===== src/rtl/stable_matching_pref_loader.sv =====
// Serial loader that packs receiver then sender preference entries into the flat frame
// consumed by the combinational stable-matching core, with a valid/ready frame handoff.
module stable_matching_pref_loader #(
  parameter int Ks = 4,
  parameter int Kr = Ks,
  parameter int S  = 4,
  parameter int R  = S,
  localparam int LOGS = (S > 1) ? $clog2(S) : 1,
  localparam int LOGR = (R > 1) ? $clog2(R) : 1,
  localparam int W    = (LOGS > LOGR) ? LOGS : LOGR,
  localparam int P    = R * Kr * LOGS + S * Ks * LOGR
) (
  input  logic         clk,
  input  logic         rst_n,
  input  logic         in_valid,
  output logic         in_ready,
  input  logic [W-1:0] in_data,
  output logic         frame_valid,
  input  logic         frame_ready,
  output logic [P-1:0] p_input,
  output logic         frame_err
);

  localparam int NB    = R * Kr;
  localparam int NA    = S * Ks;
  localparam int NMAX  = (NB > NA) ? NB : NA;
  localparam int CNTW  = $clog2(NMAX + 1);
  localparam int A_OFS = NB * LOGS;

  localparam logic [W:0]      S_LIM  = (W + 1)'(S);
  localparam logic [W:0]      R_LIM  = (W + 1)'(R);
  localparam logic [CNTW-1:0] LAST_B = CNTW'(NB - 1);
  localparam logic [CNTW-1:0] LAST_A = CNTW'(NA - 1);

  typedef enum logic [1:0] {LOAD_B, LOAD_A, FULL} state_t;

  state_t          state_q;
  logic [CNTW-1:0] cnt_q;
  logic [P-1:0]    p_input_q;
  logic            frame_valid_q;
  logic            frame_err_q;
  logic            frame_err_d;
  logic            accept;
  logic            beat_err;

  assign in_ready    = (state_q != FULL);
  assign accept      = in_valid & in_ready;
  assign p_input     = p_input_q;
  assign frame_valid = frame_valid_q;
  assign frame_err   = frame_err_q;

  // The first accepted beat of a frame drops the previous frame's error before adding its own.
  always_comb begin
    beat_err    = 1'b0;
    frame_err_d = frame_err_q;
    if (state_q == LOAD_B) begin
      beat_err = ({1'b0, in_data} >= S_LIM);
    end else if (state_q == LOAD_A) begin
      beat_err = ({1'b0, in_data} >= R_LIM);
    end
    if (accept) begin
      frame_err_d = ((state_q == LOAD_B && cnt_q == '0) ? 1'b0 : frame_err_q) | beat_err;
    end
  end

  always_ff @(posedge clk) begin
    if (!rst_n) begin
      state_q       <= LOAD_B;
      cnt_q         <= '0;
      p_input_q     <= '0;
      frame_valid_q <= 1'b0;
      frame_err_q   <= 1'b0;
    end else begin
      frame_err_q <= frame_err_d;
      case (state_q)
        LOAD_B: begin
          if (accept) begin
            p_input_q[int'(cnt_q) * LOGS +: LOGS] <= in_data[LOGS-1:0];
            if (cnt_q == LAST_B) begin
              cnt_q   <= '0;
              state_q <= LOAD_A;
            end else begin
              cnt_q <= cnt_q + 1'b1;
            end
          end
        end
        LOAD_A: begin
          if (accept) begin
            p_input_q[A_OFS + int'(cnt_q) * LOGR +: LOGR] <= in_data[LOGR-1:0];
            if (cnt_q == LAST_A) begin
              cnt_q         <= '0;
              state_q       <= FULL;
              frame_valid_q <= 1'b1;
            end else begin
              cnt_q <= cnt_q + 1'b1;
            end
          end
        end
        FULL: begin
          // Old frame bits are left in place; the next frame overwrites them beat by beat.
          if (frame_ready) begin
            state_q       <= LOAD_B;
            cnt_q         <= '0;
            frame_valid_q <= 1'b0;
          end
        end
        default: begin
          state_q       <= LOAD_B;
          cnt_q         <= '0;
          frame_valid_q <= 1'b0;
        end
      endcase
    end
  end

endmodule

===== config.mk =====
export PLATFORM = sky130hd
export DESIGN_NAME = stable_matching_pref_loader
export DESIGN_NICKNAME = d
export VERILOG_FILES = /design/src/rtl/stable_matching_pref_loader.sv
export SDC_FILE = /design/constraint.sdc
export NUM_CORES = 1
export LEC_CHECK = 0
export CORE_MARGIN = 4
export CORE_UTILIZATION = 30
export DETAILED_ROUTE_END_ITERATION = 10
export DONT_BUFFER_PORTS = 1
export PLACE_DENSITY = 0.46
export SLEW_MARGIN = 20
export SYNTH_ARGS = -nofsm -noshare
export SYNTH_HDL_FRONTEND = slang
export SYNTH_SLANG_ARGS = --single-unit

===== constraint.sdc =====
create_clock -name clk -period 8.84 [get_ports clk]
set_clock_uncertainty 0.1 [all_clocks]
set_input_delay 0.884 -clock clk [delete_from_list [all_inputs] [get_ports clk]]
set_output_delay 0.884 -clock clk [all_outputs]
set_load 0.005 [all_outputs]

After elaboration in Yosys (flattened, before gate mapping):

Index checks and enable logic that the tools add are counted.

* register bits after elaboration: 72
* logic and storage cells: 50

* add/sub/neg operators: 4
* eq/ne operators: 10
* shift operators: 4
* muxes and demuxes: 19
* bitwise gates (word level): 2
* reductions and logical operators: 7

Operators by type and width (number)
* $bwmux W64: 2
* $mux W64: 2
* $pmux W64 S2: 1
* $shift A2 B33 Y64 const A: 2
* $shiftx A2 B33 Y64: 2
* $neg A6 Y33: 1
* $neg A7 Y33: 1
* $mux W5: 3
* $mux W2: 5
* $pmux W5 S2: 1
* $ne A2 B2 Y1 const B: 4
* $add A6 B6 Y7 const A: 1
* $ne A2 B1 Y1 const B: 3
* $pmux W2 S3: 1
* $add A5 B1 Y5 const B: 1
* $eq A5 B4 Y1 const B: 1
* $reduce_and A5 Y1: 1
* $reduce_and A4 Y1: 1
* $mux W1: 3
* $pmux W1 S3: 1
* $reduce_and A3 Y1: 1
* $eq A2 B1 Y1 const B: 1
* $eq A2 B2 Y1 const B: 1
* $logic_not A2 Y1: 1
* other kinds (5): 5

Depth between registers and ports, before layout:

Gate-level depths: netlist of run 1.

* word-level depth: 6
* mapped depth: 11
* depth with buffers taken out: 9

Worst setup path after synthesis of run 1:

No wires, ideal clock.

* path kind: reg2reg
* start point: register cnt_q[1]
* end point: register p_input_q[36], in the netlist p_input[36]
* setup time: 0.072 ns
* arrival: 2.620 ns
* slack: 6.048 ns
* stages on the path, launching flop included: 11
* path buffers: 2
* clock period less this slack: 2.792 ns
* path through: dfxtp_1 buf_2 inv_1 ha_1 nor3b_1 ha_1 clkbuf_2 clkinv_1 or4_4 a21oi_2 mux2i_1

* word-level cells in the longest chain between the ends: 6

Ends and longest elaborated chain
* start: declaration: RTL line 38 `logic [CNTW-1:0] cnt_q;`
* start signal: assignment: RTL line 83 `cnt_q <= cnt_q + 1'b1;`
* start signal: assignment: RTL line 95 `cnt_q <= cnt_q + 1'b1;`
* $add A6 B6 Y7: RTL line 89 `p_input_q[A_OFS + int'(cnt_q) * LOGR +: LOGR] <= in_data[LOGR-1:0];`
* $neg A7 Y33: RTL line 89
* $shiftx A2 B33 Y64 / $shift A2 B33 Y64 (equally long branches): RTL line 89
* $bwmux W64: RTL line 89
* $mux W64: RTL line 88 `if (accept) begin`
* $pmux W64 S2 (*): RTL line 75 `case (state_q)`
* end signal: indexed assignment: RTL line 78 `p_input_q[int'(cnt_q) * LOGS +: LOGS] <= in_data[LOGS-1:0];`
* end signal: indexed assignment: RTL line 89
* end: declaration: RTL line 39 `logic [P-1:0] p_input_q;`

Mark *: on every way between the ends. The rest lies on a longest branch, timed or not. The select of a mux whose other input is x is not followed.
A chain may end at the register's enable or synchronous reset.

Worst setup path in the final report of run 1:

* start point: register cnt_q[0]
* end point: register p_input_q[25], in the netlist p_input[25]

Same word-level chain as after synthesis.

==> results.md, run 1 <==
- CP arrival: between 4 and 5 ns
- Final core utilization: about a third
- # DRC: 0
- Port Buffer Count: 0
- Slew HR: about 36%
- Final period util: between 40% and 50%
- PwrDens: approximately 170 nW/um^2
- Actual slew at the worst max-slew pin: ~0.96 ns
- Peak supply drop: just under 0.1 mV
- Largest family of logic cells by synthesized area: simple AND/OR/NAND/NOR gates
- Initial drt markers: about 190
- Antenna violations before repair: 0
- Clk root buf: clkbuf_16
- Critical Path RT: 8.99 ns
- Area growth syn-to-layout: 9.622%
- Final Setup Violations: 0
- FFs w/ async S/R, synth: 0%
- Status: complete, no violations
- Minimum clock period: about 4 ns
- CTS sink cnt: 72
- # IOs: 73
- Post-CTS Repair Setup Buffers: 0
- RSZ-0062 raised after global routing: false
- Final ANT Viol Nets: 0
- Mux contribution to synthesized area: about an eighth
- Cell variety after synth: slightly below 70
- Largest net degree at the start of global routing: 81
- ANT cells: 0
- Final-stage net count: between 400 and 500
- Rows: 41
- Pleak: about 1.4 nW
- Final WS setup: approximately 4.7 ns
- Startpoint types: register
- Pre-antenna DRT Iters: 4
- Worst r2r src: cnt_q[0]$_SDFFE_PN0P_
- CTS tree: built
- Die span in y: roughly 120 um
- Final Max Tran Viols: 0
- Synth Flop Type: dfxtp_1
- Crit path from: cnt_q[0]$_SDFFE_PN0P_
- Post-CTS sizing: 0
- Clk buf depth: 2
- Yosys top cell by area: dfxtp_1
- Cells after Synth: 435
- Hold Fails Final Rpt: 0
- Vias in the first global route: approximately 3.2k
- Final wirelength: approximately 11000 um
- Commonest non-fill, non-tap cell in the layout: nand2_1
- Synthesis-stage register bit count: a little over 70
- Area of the core: approximately 13000 sq um
- Routed len/inst: around 19 um
- WS Path Type: register to register
- Seq/Total Area, Yosys: approximately 37%
- Synth warn: 0
- Via density: roughly 5.4
- CP Max Fanout: 26
- Netlist Area Pre-Place: between 3000 and 4000 sq um
- HPWL Detailed: 8162 um
- Synth area leaders: dfxtp_1 37%, mux2i_1 12%, nand2_1 8.0%
- Synth Area in Adders: between 2 and 3%
- Total gr overflow: 0
- Chip Width: between 100 and 150 um
- Syn_nets: 449
- Global Route Usage Sum: ~15%
- Pre-CTS setup slack: ~4.8 ns
- TritonCTS buffer count: 9
- Initial Utilization: ~31%
- GPL Wtd Cong: 0.8701
- Worst-Skew Late Latency: between 0.3 and 0.4 ns
- Setup TNS Final: 0 ns
- Max-Cap Viols: 0
- WHS: 0.3788 ns
- Simple logic cell fraction of the synthesized area: roughly a quarter
- First-pass GRT wire length: roughly 18000 um
- Compound-Gate Fraction of Synth Area: 19.08%
- Top cell type's share of synthesized area: a little under two fifths
- Xor/xnor share of the synthesized area: less than 1%
- CP Capture Type: register
- Fmax: 0.2431 GHz
- Layout cells sized above 1: 9.953%
- Most frequent cells in the layout: 83 x nand2_1, 72 x dfxtp_1, 45 x mux2i_1
- Die area: 14890 sq um
- Post-synth EDFFs: 0
- Worst Hold Class: register to register
- Via Count: 3199
- Clock slew at reported path FFs: 0.05 ns
- Hold Buf Count CTS: 0
- Mapped Avg Cell Area: ~9 sq um
- Hold wc startpoint: p_input[3]$_SDFFE_PN0P_
- H-tree level count: 3
## layer usage
layer  part of all wire [%]  track usage [%]  up-vias
li1                       -                -     1563
met1                     44            19.32     1508
met2                     45            23.65      105
met3                    8.2            5.571       23
met4                    2.9            6.303        0
met5                      0                0        -
## worst paths after layout
kind | end | depth (start not counted) | slack, ns
max | p_input[25]$_SDFFE_PN0P_ | 8 | 4.73
min | p_input[3]$_SDFFE_PN0P_ | 2 | 0.38
max reg2reg | p_input[25]$_SDFFE_PN0P_ | 8 | 4.73
min reg2reg | p_input[3]$_SDFFE_PN0P_ | 2 | 0.38
## worst max-delay path, cell delays in order (launching register included)
cell and delay [ns]:
dfxtp_1 0.95, inv_1 0.34, ha_1 0.36, ha_1 0.70
nand2b_1 0.13, a2111oi_1 0.79, inv_1 0.12, o32ai_2 0.31
mux2i_1 0.22
## metrics by stage
stage / area, sq um / power (mW) / cells
after global routing: 4277 / 0.7772 / 594
after detailed placement: 3988 / 0.3962 / 579
after CTS: 4277 / 0.7552 / 594
after floorplan: 3901 / 0.3864 / 435
after global placement: 3988 / 0.3967 / 579
final: 4277 / 0.7455 / 594
## cell families after synthesis
group | Yosys count
compound gates | 81
xor+xnor | 2
flops | 72
buf+inv | 37
other cells | 1
mux | 46
simple gates | 188
fa+ha+maj | 8
## cells in the mapped netlist, types with 2 or more instances
library cell	instances
a21oi_1	2
a22o_1	3
a31o_2	5
a31oi_1	6
a32o_1	9
and2_1	8
and3_1	6
buf_2	9
buf_4	3
clkbuf_1	16
dfxtp_1	72
ha_1	8
inv_1	6
mux2i_1	45
nand2_1	83
nand2b_1	11
nand3_1	16
nand3b_1	5
nand4_1	8
nor2_1	15
nor2b_1	13
nor3_1	4
nor3b_1	2
nor4_1	2
o2111ai_2	2
o211ai_1	2
o21ai_0	10
o22a_1	2
o22ai_1	7
o32a_1	3
o32ai_1	6
o32ai_2	6
or3_1	4
## area by class of cell
| class | count | area [sq um] |
|---|---|---|
| Clock buffer | 12 | 246.5 |
| Clock inverter | 3 | 42.54 |
| Fill cell | 1363 | 8394 |
| Inverter | 7 | 26.28 |
| Multi-Input combinational cell | 326 | 2290 |
| Sequential cell | 72 | 1441 |
| Tap cell | 172 | 215.2 |
| Timing Repair Buffer | 2 | 15.01 |
## registers in the layout, summed over array words and instances, names as in the netlist
signal / flops
p_input: 64
cnt_q: 5
state_q: 2
frame_valid: 1
## report_power, final
group | switching, mW | internal [mW]
Combinational | 0.0431 | 0.0169
Clock | 0.132 | 0.224
Sequential | 0.00439 | 0.325
Total | 0.179 | 0.566
Power figures use the tool's default switching activity.
==> run 2, diff against run 1 <==
--- a/config.mk
+++ b/config.mk
@@ -9,7 +9,7 @@
 export CORE_UTILIZATION = 30
 export DETAILED_ROUTE_END_ITERATION = 10
 export DONT_BUFFER_PORTS = 1
-export PLACE_DENSITY = 0.46
+export PLACE_DENSITY = 0.47
 export SLEW_MARGIN = 20
 export SYNTH_ARGS = -nofsm -noshare
 export SYNTH_HDL_FRONTEND = slang
==> constraint.sdc (replaced) <==
create_clock -name clk -period 3.34 [get_ports clk]
set_clock_uncertainty 0.1 [all_clocks]
set_input_delay 0.334 -clock clk [delete_from_list [all_inputs] [get_ports clk]]
set_output_delay 0.334 -clock clk [all_outputs]
set_load 0.005 [all_outputs]
==> run 2 against run 1 <==
  * Via count grew 1.8%
  * Routed wire length is 2.2% higher
  * Final cell count increased by 1.2%
  * Largest cell class unchanged
==> results.md, run 2 (synthesized netlist as in run 1, its figures left out) <==
- Rows: 41 (unchanged)
- Initial Utilization: 30.79% (unchanged)
- Final wirelength: 11540 um (+2.2%)
- Final period util: 94.17% (+48 points)
- Startpoint types: register
- Layout cells sized above 1: 11.89% (+1.9 points)
- Hold Buf Count CTS: 0 (unchanged)
- Routed len/inst: 19.20 um (+1.0%)
- Via Count: 3258 (+1.8%)
- ANT cells: 0 (unchanged)
- Final ANT Viol Nets: 0 (unchanged)
- Chip Width: 122.0 um (unchanged)
- CP Capture Type: register
- Actual slew at the worst max-slew pin: 0.8898 ns (-0.07061 ns)
- Vias in the first global route: 3254 (+0.84%)
- Hold Fails Final Rpt: 0 (unchanged)
- Pre-antenna DRT Iters: 4 (unchanged)
- Non-Filler Instances: 601 (+1.2%)
- CTS tree: built
- Fmax: 0.3180 GHz (+31%)
- CP Max Fanout: 16 (-38%)
- Clk buf depth: 2 (unchanged)
- H-tree level count: 3 (unchanged)
- Critical Path RT: 3.44 ns (-5.55 ns)
- Total gr overflow: 0 (unchanged)
- Global Route Usage Sum: 15.74% (+0.43 points)
- # IOs: 73 (unchanged)
- Sequential Power Share: 45.2% (+1.0 points)
- CP arrival: 3.25 ns (-1.02 ns)
- Slew HR: 40.68% (+4.8 points)
- CTS sink cnt: 72 (unchanged)
- Setup TNS Final: 0 ns (unchanged)
- Max reg flops: 64 (unchanged)
- Minimum clock period: 3.145 ns (-0.9691 ns)
- WS Path Type: register to register
- Antenna violations before repair: 0 (unchanged)
- TritonCTS buffer count: 9 (unchanged)
- Peak supply drop: 0.2749 mV (+180%)
- Pleak: 1.472 nW (+2.2%)
- Clock power share: 45.3% (-2.4 points)
- Worst Hold Class: input pin to register
- PwrDens: 442.9 nW/um^2 (+150%)
- Die area: 14890 sq um (unchanged)
- Commonest non-fill, non-tap cell in the layout: nand2_1
- Clk root buf: clkbuf_16
- P_sw: 485.4 uW (+170%)
- Placed Instances: 587 (+1.4%)
- Largest net degree at the start of global routing: 81 (unchanged)
- Area growth syn-to-layout: 10.46%
- Combinational cell fraction of total power: 9.4% (+1.4 points)
- Initial drt markers: 180 (-4.8%)
- First-pass GRT wire length: 18210 um (+1.2%)
- Internal power: 1.423 mW (+150%)
- WHS: 0.03521 ns (-0.3436 ns)
- Most frequent cells in the layout: 83 x nand2_1, 72 x dfxtp_1, 45 x mux2i_1
- Final core utilization: 34.01% (+0.26 points)
- Post-CTS sizing: 0 (unchanged)
- Max-Cap Viols: 0 (unchanged)
- RSZ-0062 raised after global routing: false
- Area of the core: 12670 sq um (unchanged)
- HPWL Detailed: 8445 um (+3.5%)
- Final Setup Violations: 0 (unchanged)
- Switching share of power: 25.43% (+1.4 points)
- Fill cells: 1337 (-1.9%)
- GPL Wtd Cong: 0.9071 (+4.3%)
- Clock slew at reported path FFs: 0.06 ns (about the same)
- Port Buffer Count: 0 (unchanged)
- Worst-Skew Late Latency: 0.33 ns (about the same)
- Post-CTS Repair Setup Buffers: 0 (unchanged)
- Final-stage net count: 440 (+1.9%)
- Final Max Tran Viols: 0 (unchanged)
- Via density: 5.421 (+0.66%)
- Die span in y: 122.0 um (unchanged)
- # DRC: 0 (unchanged)
- Status: complete, no violations
[run 2: changes by cell type in the layout (fill, tap and decap cells not counted), sizes merged]
cell,delta
clkinv,+2
bufinv,-1
clkbuf,-2
buf,+8
[run 2: routing by layer]
layer	GRT usage, %	routed length [um]
met1	18.73	4884
met2	25.86	5452
met3	5.339	901
met4	6.723	301
met5	0	0
[run 2: per-stage QoR]
step | setup WS (ns) | total power [mW] | instance area [sq um]
final | 0.1949 | 1.908 | 4309
after global routing | 0.04606 | 1.987 | 4309
after CTS | 0.2542 | 1.932 | 4309
after detailed placement | 0.2819 | 1.059 | 4048
after global placement | 0.3243 | 1.060 | 4048
after floorplan | 0.5483 | 1.023 | 3901
[run 2: worst paths after layout]
path | slack [ns] | from | endpoint | cells after the start
setup / recovery | 0.19 | cnt_q[2]$_SDFFE_PN0P_ | p_input[12]$_SDFFE_PN0P_ | 7
hold / removal | 0.04 | rst_n | frame_valid$_SDFFE_PN0P_ | 1
setup reg to reg | 0.19 | cnt_q[2]$_SDFFE_PN0P_ | p_input[12]$_SDFFE_PN0P_ | 7
hold reg to reg | 0.38 | p_input[49]$_SDFFE_PN0P_ | p_input[49]$_SDFFE_PN0P_ | 2
[run 2: cell type report]
| type | instances | area, sq um | area share [%] |
|---|---|---|---|
| multi-input cells | 326 | 2290 | 53.14 |
| flip-flops and latches | 72 | 1441 | 33.45 |
| clock buffers | 10 | 239.0 | 5.546 |
| well taps | 172 | 215.2 | 4.994 |
| repair buffers | 10 | 75.07 | 1.742 |
| inverters | 7 | 26.28 | 0.6098 |
| clock inverters | 4 | 22.52 | 0.5226 |
[run 2: power groups by stage]
stage | Combinational [mW] | Sequential, mW | Clock, mW
final | 0.180 | 0.863 | 0.865
after global routing | 0.195 | 0.863 | 0.929
after CTS | 0.178 | 0.863 | 0.891
after detailed placement | 0.177 | 0.882 | 0
after global placement | 0.178 | 0.882 | 0
after floorplan | 0.140 | 0.883 | 0
[run 2: worst max-delay path, cell delays in order, from the launching register on]
cell       delay [ns]
dfxtp_1          0.68
inv_1            0.20
ha_1             0.48
nand2b_1         0.24
a2111oi_2        0.71
and3_1           0.25
o21ai_1          0.14
mux2i_1          0.19
